$ cat src/rtl/mem_wb_stage_if.sv
// Execute-to-writeback bus: execute-stage inputs, data-cache response,
// and everything the stage returns (stall, forwarding, regfile write, CSRs).
interface mem_wb_stage_if #(parameter int XLEN = 32);
  logic            x_valid;
  logic [31:0]     x_inst;
  logic [XLEN-1:0] x_pc;
  logic [XLEN-1:0] x_alu_out;
  logic [XLEN-1:0] x_csr_wdata;
  logic [XLEN-1:0] dcache_dout;
  logic            dcache_resp_valid;
  logic            stall;
  logic [31:0]     wb_inst;
  logic [XLEN-1:0] wb_fwd_data;
  logic [31:0]     pp_inst;
  logic [XLEN-1:0] pp_data;
  logic            rf_we;
  logic [4:0]      rf_wa;
  logic [XLEN-1:0] rf_wd;
  logic [XLEN-1:0] csr_tohost;
  logic [XLEN-1:0] cycle_cnt;
  logic [XLEN-1:0] instret_cnt;

  modport master (
    output x_valid, x_inst, x_pc, x_alu_out, x_csr_wdata, dcache_dout, dcache_resp_valid,
    input  stall, wb_inst, wb_fwd_data, pp_inst, pp_data, rf_we, rf_wa, rf_wd,
           csr_tohost, cycle_cnt, instret_cnt
  );

  modport slave (
    input  x_valid, x_inst, x_pc, x_alu_out, x_csr_wdata, dcache_dout, dcache_resp_valid,
    output stall, wb_inst, wb_fwd_data, pp_inst, pp_data, rf_we, rf_wa, rf_wd,
           csr_tohost, cycle_cnt, instret_cnt
  );
endinterface

$ cat src/rtl/mem_wb_stage.sv
// Mem/WB stage: registers the retiring instruction, aligns load data, selects
// the writeback value, owns tohost/cycle/instret and stalls on pending loads.
module mem_wb_stage #(
  parameter int          XLEN        = 32,
  parameter logic [11:0] CSR_TOHOST  = 12'h51E,
  parameter logic [11:0] CSR_CYCLE   = 12'hC00,
  parameter logic [11:0] CSR_INSTRET = 12'hC02
) (
  input logic          clk,
  input logic          reset,
  mem_wb_stage_if.slave bus
);
  localparam logic [6:0] OP_LOAD  = 7'b0000011;
  localparam logic [6:0] OP_JAL   = 7'b1101111;
  localparam logic [6:0] OP_JALR  = 7'b1100111;
  localparam logic [6:0] OP_LUI   = 7'b0110111;
  localparam logic [6:0] OP_AUIPC = 7'b0010111;
  localparam logic [6:0] OP_ARI_I = 7'b0010011;
  localparam logic [6:0] OP_ARI_R = 7'b0110011;
  localparam logic [6:0] OP_SYS   = 7'b1110011;

  typedef enum logic {RUN, LOAD_WAIT} state_t;

  state_t          state_q, state_d;
  logic [31:0]     inst_q, inst_d;
  logic [XLEN-1:0] pc_q, pc_d, alu_q, alu_d, csr_wdata_q, csr_wdata_d;
  logic [31:0]     pp_inst_q, pp_inst_d;
  logic [XLEN-1:0] pp_data_q, pp_data_d;
  logic [XLEN-1:0] tohost_q, tohost_d, cycle_q, cycle_d, instret_q, instret_d;

  logic [6:0]      opc;
  logic [2:0]      f3;
  logic [11:0]     csr_addr;
  logic            is_load, is_jump, is_alu, is_csrrw, writes_rd;
  logic [1:0]      off;
  logic [7:0]      ld_byte;
  logic [15:0]     ld_half;
  logic [XLEN-1:0] ld_data, csr_old, wb_data;
  logic            stall, rf_we;

  // decode and writeback select
  always_comb begin
    opc       = inst_q[6:0];
    f3        = inst_q[14:12];
    csr_addr  = inst_q[31:20];
    is_load   = (opc == OP_LOAD);
    is_jump   = (opc == OP_JAL) || (opc == OP_JALR);
    is_alu    = (opc == OP_LUI) || (opc == OP_AUIPC) || (opc == OP_ARI_I) || (opc == OP_ARI_R);
    is_csrrw  = (opc == OP_SYS) && ((f3 == 3'b001) || (f3 == 3'b101));
    writes_rd = is_load || is_jump || is_alu || is_csrrw;

    off = alu_q[1:0];
    case (off)
      2'd0:    ld_byte = bus.dcache_dout[7:0];
      2'd1:    ld_byte = bus.dcache_dout[15:8];
      2'd2:    ld_byte = bus.dcache_dout[23:16];
      default: ld_byte = bus.dcache_dout[31:24];
    endcase
    ld_half = off[1] ? bus.dcache_dout[31:16] : bus.dcache_dout[15:0];
    case (f3)
      3'b000:  ld_data = {{(XLEN-8){ld_byte[7]}}, ld_byte};
      3'b001:  ld_data = {{(XLEN-16){ld_half[15]}}, ld_half};
      3'b100:  ld_data = {{(XLEN-8){1'b0}}, ld_byte};
      3'b101:  ld_data = {{(XLEN-16){1'b0}}, ld_half};
      default: ld_data = bus.dcache_dout;
    endcase

    case (csr_addr)
      CSR_TOHOST:  csr_old = tohost_q;
      CSR_CYCLE:   csr_old = cycle_q;
      CSR_INSTRET: csr_old = instret_q;
      default:     csr_old = '0;
    endcase

    wb_data = '0;
    if (is_load)       wb_data = ld_data;
    else if (is_jump)  wb_data = pc_q + XLEN'(4);
    else if (is_alu)   wb_data = alu_q;
    else if (is_csrrw) wb_data = csr_old;
  end

  // FSM: next state
  always_comb begin
    state_d = state_q;
    case (state_q)
      RUN:       if (is_load && !bus.dcache_resp_valid) state_d = LOAD_WAIT;
      LOAD_WAIT: if (bus.dcache_resp_valid)             state_d = RUN;
      default:   state_d = RUN;
    endcase
  end

  // FSM: outputs (stall depends only on the resident load, whatever the state)
  always_comb begin
    stall = is_load && !bus.dcache_resp_valid;
    rf_we = (inst_q != 32'd0) && writes_rd && (inst_q[11:7] != 5'd0) && !stall;
  end

  // datapath next-state
  always_comb begin
    inst_d      = inst_q;
    pc_d        = pc_q;
    alu_d       = alu_q;
    csr_wdata_d = csr_wdata_q;
    pp_inst_d   = pp_inst_q;
    pp_data_d   = pp_data_q;
    tohost_d    = tohost_q;
    instret_d   = instret_q;
    cycle_d     = cycle_q + XLEN'(1);
    if (!stall) begin
      inst_d      = bus.x_valid ? bus.x_inst : 32'd0;
      pc_d        = bus.x_pc;
      alu_d       = bus.x_alu_out;
      csr_wdata_d = bus.x_csr_wdata;
      pp_inst_d   = rf_we ? inst_q : 32'd0;
      pp_data_d   = wb_data;
      if (is_csrrw && (csr_addr == CSR_TOHOST)) tohost_d = csr_wdata_q;
      if (inst_q != 32'd0) instret_d = instret_q + XLEN'(1);
    end
  end

  // FSM + datapath state register
  always_ff @(posedge clk) begin
    if (!reset) begin
      state_q     <= RUN;
      inst_q      <= '0;
      pc_q        <= '0;
      alu_q       <= '0;
      csr_wdata_q <= '0;
      pp_inst_q   <= '0;
      pp_data_q   <= '0;
      tohost_q    <= '0;
      cycle_q     <= '0;
      instret_q   <= '0;
    end else begin
      state_q     <= state_d;
      inst_q      <= inst_d;
      pc_q        <= pc_d;
      alu_q       <= alu_d;
      csr_wdata_q <= csr_wdata_d;
      pp_inst_q   <= pp_inst_d;
      pp_data_q   <= pp_data_d;
      tohost_q    <= tohost_d;
      cycle_q     <= cycle_d;
      instret_q   <= instret_d;
    end
  end

  assign bus.stall       = stall;
  assign bus.wb_inst     = inst_q;
  assign bus.wb_fwd_data = wb_data;
  assign bus.pp_inst     = pp_inst_q;
  assign bus.pp_data     = pp_data_q;
  assign bus.rf_we       = rf_we;
  assign bus.rf_wa       = inst_q[11:7];
  assign bus.rf_wd       = wb_data;
  assign bus.csr_tohost  = tohost_q;
  assign bus.cycle_cnt   = cycle_q;
  assign bus.instret_cnt = instret_q;
endmodule

$ cat src/flat_wrapper.sv
// flat-port wrapper written by rule: the top's interface ports become plain ports
module mem_wb_stage_flat 
#(
  parameter int          XLEN        = 32,
  parameter logic [11:0] CSR_TOHOST  = 12'h51E,
  parameter logic [11:0] CSR_CYCLE   = 12'hC00,
  parameter logic [11:0] CSR_INSTRET = 12'hC02
)
  (clk, reset, bus_x_valid, bus_x_inst, bus_x_pc, bus_x_alu_out, bus_x_csr_wdata, bus_dcache_dout, bus_dcache_resp_valid, bus_stall, bus_wb_inst, bus_wb_fwd_data, bus_pp_inst, bus_pp_data, bus_rf_we, bus_rf_wa, bus_rf_wd, bus_csr_tohost, bus_cycle_cnt, bus_instret_cnt);
  mem_wb_stage_if #(.XLEN(XLEN)) bus_i ();
  input logic clk;
  input logic reset;
  input wire logic [$bits(bus_i.x_valid)-1:0] bus_x_valid;
  input wire logic [$bits(bus_i.x_inst)-1:0] bus_x_inst;
  input wire logic [$bits(bus_i.x_pc)-1:0] bus_x_pc;
  input wire logic [$bits(bus_i.x_alu_out)-1:0] bus_x_alu_out;
  input wire logic [$bits(bus_i.x_csr_wdata)-1:0] bus_x_csr_wdata;
  input wire logic [$bits(bus_i.dcache_dout)-1:0] bus_dcache_dout;
  input wire logic [$bits(bus_i.dcache_resp_valid)-1:0] bus_dcache_resp_valid;
  output wire logic [$bits(bus_i.stall)-1:0] bus_stall;
  output wire logic [$bits(bus_i.wb_inst)-1:0] bus_wb_inst;
  output wire logic [$bits(bus_i.wb_fwd_data)-1:0] bus_wb_fwd_data;
  output wire logic [$bits(bus_i.pp_inst)-1:0] bus_pp_inst;
  output wire logic [$bits(bus_i.pp_data)-1:0] bus_pp_data;
  output wire logic [$bits(bus_i.rf_we)-1:0] bus_rf_we;
  output wire logic [$bits(bus_i.rf_wa)-1:0] bus_rf_wa;
  output wire logic [$bits(bus_i.rf_wd)-1:0] bus_rf_wd;
  output wire logic [$bits(bus_i.csr_tohost)-1:0] bus_csr_tohost;
  output wire logic [$bits(bus_i.cycle_cnt)-1:0] bus_cycle_cnt;
  output wire logic [$bits(bus_i.instret_cnt)-1:0] bus_instret_cnt;
  assign bus_i.x_valid = bus_x_valid;
  assign bus_i.x_inst = bus_x_inst;
  assign bus_i.x_pc = bus_x_pc;
  assign bus_i.x_alu_out = bus_x_alu_out;
  assign bus_i.x_csr_wdata = bus_x_csr_wdata;
  assign bus_i.dcache_dout = bus_dcache_dout;
  assign bus_i.dcache_resp_valid = bus_dcache_resp_valid;
  assign bus_stall = bus_i.stall;
  assign bus_wb_inst = bus_i.wb_inst;
  assign bus_wb_fwd_data = bus_i.wb_fwd_data;
  assign bus_pp_inst = bus_i.pp_inst;
  assign bus_pp_data = bus_i.pp_data;
  assign bus_rf_we = bus_i.rf_we;
  assign bus_rf_wa = bus_i.rf_wa;
  assign bus_rf_wd = bus_i.rf_wd;
  assign bus_csr_tohost = bus_i.csr_tohost;
  assign bus_cycle_cnt = bus_i.cycle_cnt;
  assign bus_instret_cnt = bus_i.instret_cnt;
  mem_wb_stage #(.XLEN(XLEN), .CSR_TOHOST(CSR_TOHOST), .CSR_CYCLE(CSR_CYCLE), .CSR_INSTRET(CSR_INSTRET)) u_core (.clk(clk), .reset(reset), .bus(bus_i));
endmodule
$ cat config.mk
export PLATFORM = sky130hd
export DESIGN_NAME = mem_wb_stage_flat
export DESIGN_NICKNAME = d
export VERILOG_FILES = /design/src/rtl/mem_wb_stage_if.sv /design/src/rtl/mem_wb_stage.sv /design/src/flat_wrapper.sv
export SDC_FILE = /design/constraint.sdc
export NUM_CORES = 1
export LEC_CHECK = 0
export ABC_AREA = 1
export CORE_MARGIN = 5
export CORE_UTILIZATION = 52
export CTS_CLUSTER_DIAMETER = 50
export CTS_CLUSTER_SIZE = 10
export DETAILED_ROUTE_END_ITERATION = 6
export PLACE_DENSITY = 0.95
export SETUP_SLACK_MARGIN = 0.1
export SYNTH_ARGS = -nofsm -noshare
export SYNTH_HDL_FRONTEND = slang
export SYNTH_SLANG_ARGS = --single-unit
$ cat constraint.sdc
create_clock -name clk -period 5.45 [get_ports clk]
set_input_delay 1.09 -clock clk [delete_from_list [all_inputs] [get_ports clk]]
set_output_delay 1.09 -clock clk [all_outputs]
set_load 0.05 [all_outputs]
==> impl_metrics.yaml <==
floorplan:
  rows: 61
  die_x_um: 179
  die_h_um: 179
  core_area_mm2: 0.0280
  initial_utilization_pct: 53.1
  ios: 427
  die_area_mm2: 0.0321
sta:
  grt_setup_unrepaired: "false"
  drv_slew: 0
  fin_tns_setup_ns: 0
  hold_viol_final: 0
  worstMarginPinSlew_ns: 1.26
  fin_crit_ns: 4.92
  worst_slew_margin_rel_pct: 15.8
  fmax_mhz: 203
  setup_viol: 0
  fin_skew_ns: 0.00842
  period_share_pct: 90.3
power_and_ir_drop:
  cellInternalPower_w: 0.00402
  p_comb_share_pct: 9.4
  power.switching_w: 0.00132
  p_per_area_mw_per_mm2: 264
  pwr-share-seq_pct: 41.6
  peakVddDrop_v: 0.000230
  leakage_nw: 7.67
  switching_share_pct: 24.7
  clkPwrFrac_pct: 49.0
synth:
  synth_cell_type_count: 42
  synth_flop_cell: "dfxtp_1"
  yosysWarnings: 0
  synth_seq_area_share_pct: 38.8
  ys_ff_latch: 288
  syn_avg_cell_area_um2: 6.64
  synth_area_mm2: 0.0149
  synth_edf_count: 0
  netlist_instances: 2237
  syn_nets: 2404
  synthArstFlopShare_pct: 0
clock_tree:
  cts_setup_buffers: 0
  cts_root_buf: "clkbuf_16"
  clk_path_buf_depth: 3
  clock_latency_ns: 0.53
  cts_sinks: 288
  cts_tree: "done"
  clk_pin_slew_worst_paths_ns: 0.05
  cts_resized: 0
  cts_buffers: 40
  holdBufCountCts: 0
  htreeDepth: 2
grt:
  grt_max_degree: 107
  grt.total_usage_pct: 39.0
  overflow: 0
  grt_pass1_wl_mm: 96.3
  grt_pass1_vias: 16100
  antenna_found_initial: 2
finish:
  mostFrequentLayoutCell: "nand2_1"
  final_nets: 2727
  layout_common_cells: "nand2_1 (517), clkdlybuf4s50_1 (423), dfxtp_1 (288), nor2_1 (280)"
  drive_gt1_share_pct: 5.31
  fillCellCount: 2199
  layoutNonFillerInstCount: 2959
  area_delta_synth_final_pct: 36.0
run_status:
  violations: "DRC"
  outcome: "complete, but fails checks"
critical_path:
  end_kind: "primary output"
  crit_path_start_kind: "primary input"
  critPathKind: "in2out"
  cp.required_ns: 4.36
  path_max_fanout: 23
  crit_arrival_ns: 3.83
detailed_routing:
  drt_iter0_drc: 2595
  ant_nets: 0
  drt-total-wl_mm: 65.9
  remaining_drc_errors: 26
  via_count: 17500
  vias_per_cell: 5.91
  dr.pass1.iters: 7
  wl_per_cell_um: 22.3
placed_design:
  finalWeightedCongestion: 1.03
  hpwl_mm: 49.3
  port_buffers: 426
  dpl.cell_count: 2896
run:
  cap_viol_max_count: 0
worst_hold_path:
  worstHoldPathType: "reg2reg"
[synth_stat cells, types with 4 or more instances]
cell,n,area share [%]
nand2_1,517,13
dfxtp_1,288,39
nor2_1,283,7.1
a21oi_1,204,6.9
o21ai_0,204,6.9
nand3_1,174,5.9
inv_1,148,3.7
nand4_1,79,3.3
clkbuf_1,68,1.7
buf_2,55,1.9
buf_4,42,2.1
nor3_1,36,1.2
xor2_1,25,1.5
a211oi_1,17,0.86
xnor2_1,12,0.71
inv_2,11,0.28
a21oi_2,9,0.53
nand3b_1,8,0.40
nor2_2,7,0.29
or2_0,7,0.29
nor4_1,5,0.21
o211ai_1,5,0.25
nor3_2,4,0.27
[critical path: stages]
cell	delay, ns
clkdlybuf4s50_1	0.52
nand2_1	0.09
nand3_1	0.13
nand3_2	0.48
nand2_1	0.19
o211ai_1	0.18
nand4_1	0.29
clkdlybuf4s50_1	0.85
[metal layers]
layer / track usage [%] / vias up / part of all wire (%)
li1: - / 7990 / -
met1: 50.3 / 8032 / 38
met2: 62.0 / 1236 / 45
met3: 8.35 / 221 / 12
met4: 19.1 / 0 / 5.3
met5: 0 / - / 0
[power by group through the flow]
stage / sequential, W / clock [W] / combinational, W
after global routing: 0.00222 / 0.00271 / 0.000533
after floorplan: 0.00229 / 0 / 0.000213
after CTS: 0.00222 / 0.00262 / 0.000491
after global placement: 0.00226 / 0 / 0.000476
after detailed placement: 0.00226 / 0 / 0.000485
final: 0.00222 / 0.00262 / 0.000501
[per-stage QoR]
step	power (W)	cell area [um2]	setup slack [ns]	hold WS [ns]	utilization [%]
after floorplan	0.00251	14900	1.70	0.430	-
after global placement	0.00274	18900	0.634	0.437	67.5
after detailed placement	0.00275	18900	0.657	0.444	67.5
after CTS	0.00533	20200	0.656	0.452	72.2
after global routing	0.00547	20200	0.452	0.474	72.2
final	0.00534	20200	0.530	0.454	72.2
[final timing paths]
| path | start | to | slack, ns | cells past startpoint |
|---|---|---|---|---|
| hold / removal | u_core.csr_wdata_q[22] | u_core.bus.csr_tohost[22] | 0.45 | 2 |
| hold reg to reg | u_core.csr_wdata_q[22] | u_core.bus.csr_tohost[22] | 0.45 | 2 |
| setup / recovery | bus_dcache_dout[15] | bus_rf_wd[15] | 0.53 | 8 |
| setup reg to reg | u_core.bus.wb_inst[1] | u_core.pc_q[31] | 2.14 | 10 |
[flip-flops by register name, summed over array words and instances (netlist names)]
signal                  count
u_core.alu_q               32
u_core.bus.cycle_cnt       32
u_core.bus.wb_inst         32
u_core.bus.csr_tohost      32
u_core.csr_wdata_q         32
u_core.pc_q                32
u_core.bus.pp_data         32
u_core.bus.pp_inst         32
u_core.bus.instret_cnt     32
[cells by family after synthesis]
kind of cell / share of synthesized area, %
DFF: 38.8
AOI/OAI and AO/OA: 15.4
buffers and inverters: 10.1
and+or+nand+nor: 33.3
xor gates and xnor gates: 2.18
adders and majority gates: 0.253
[cell type report]
class | instances | area [um2] | area share, %
clock buffer | 48 | 1090 | 5.40
sequential | 288 | 5770 | 28.5
tap | 378 | 473 | 2.34
multi-input combinational | 1617 | 7610 | 37.7
inverter | 162 | 613 | 3.03
clock inverter | 13 | 213 | 1.05
antenna | 2 | 5.00 | 0.0248
timing repair buffer | 451 | 4440 | 22.0
Power figures use the tool's default switching activity.
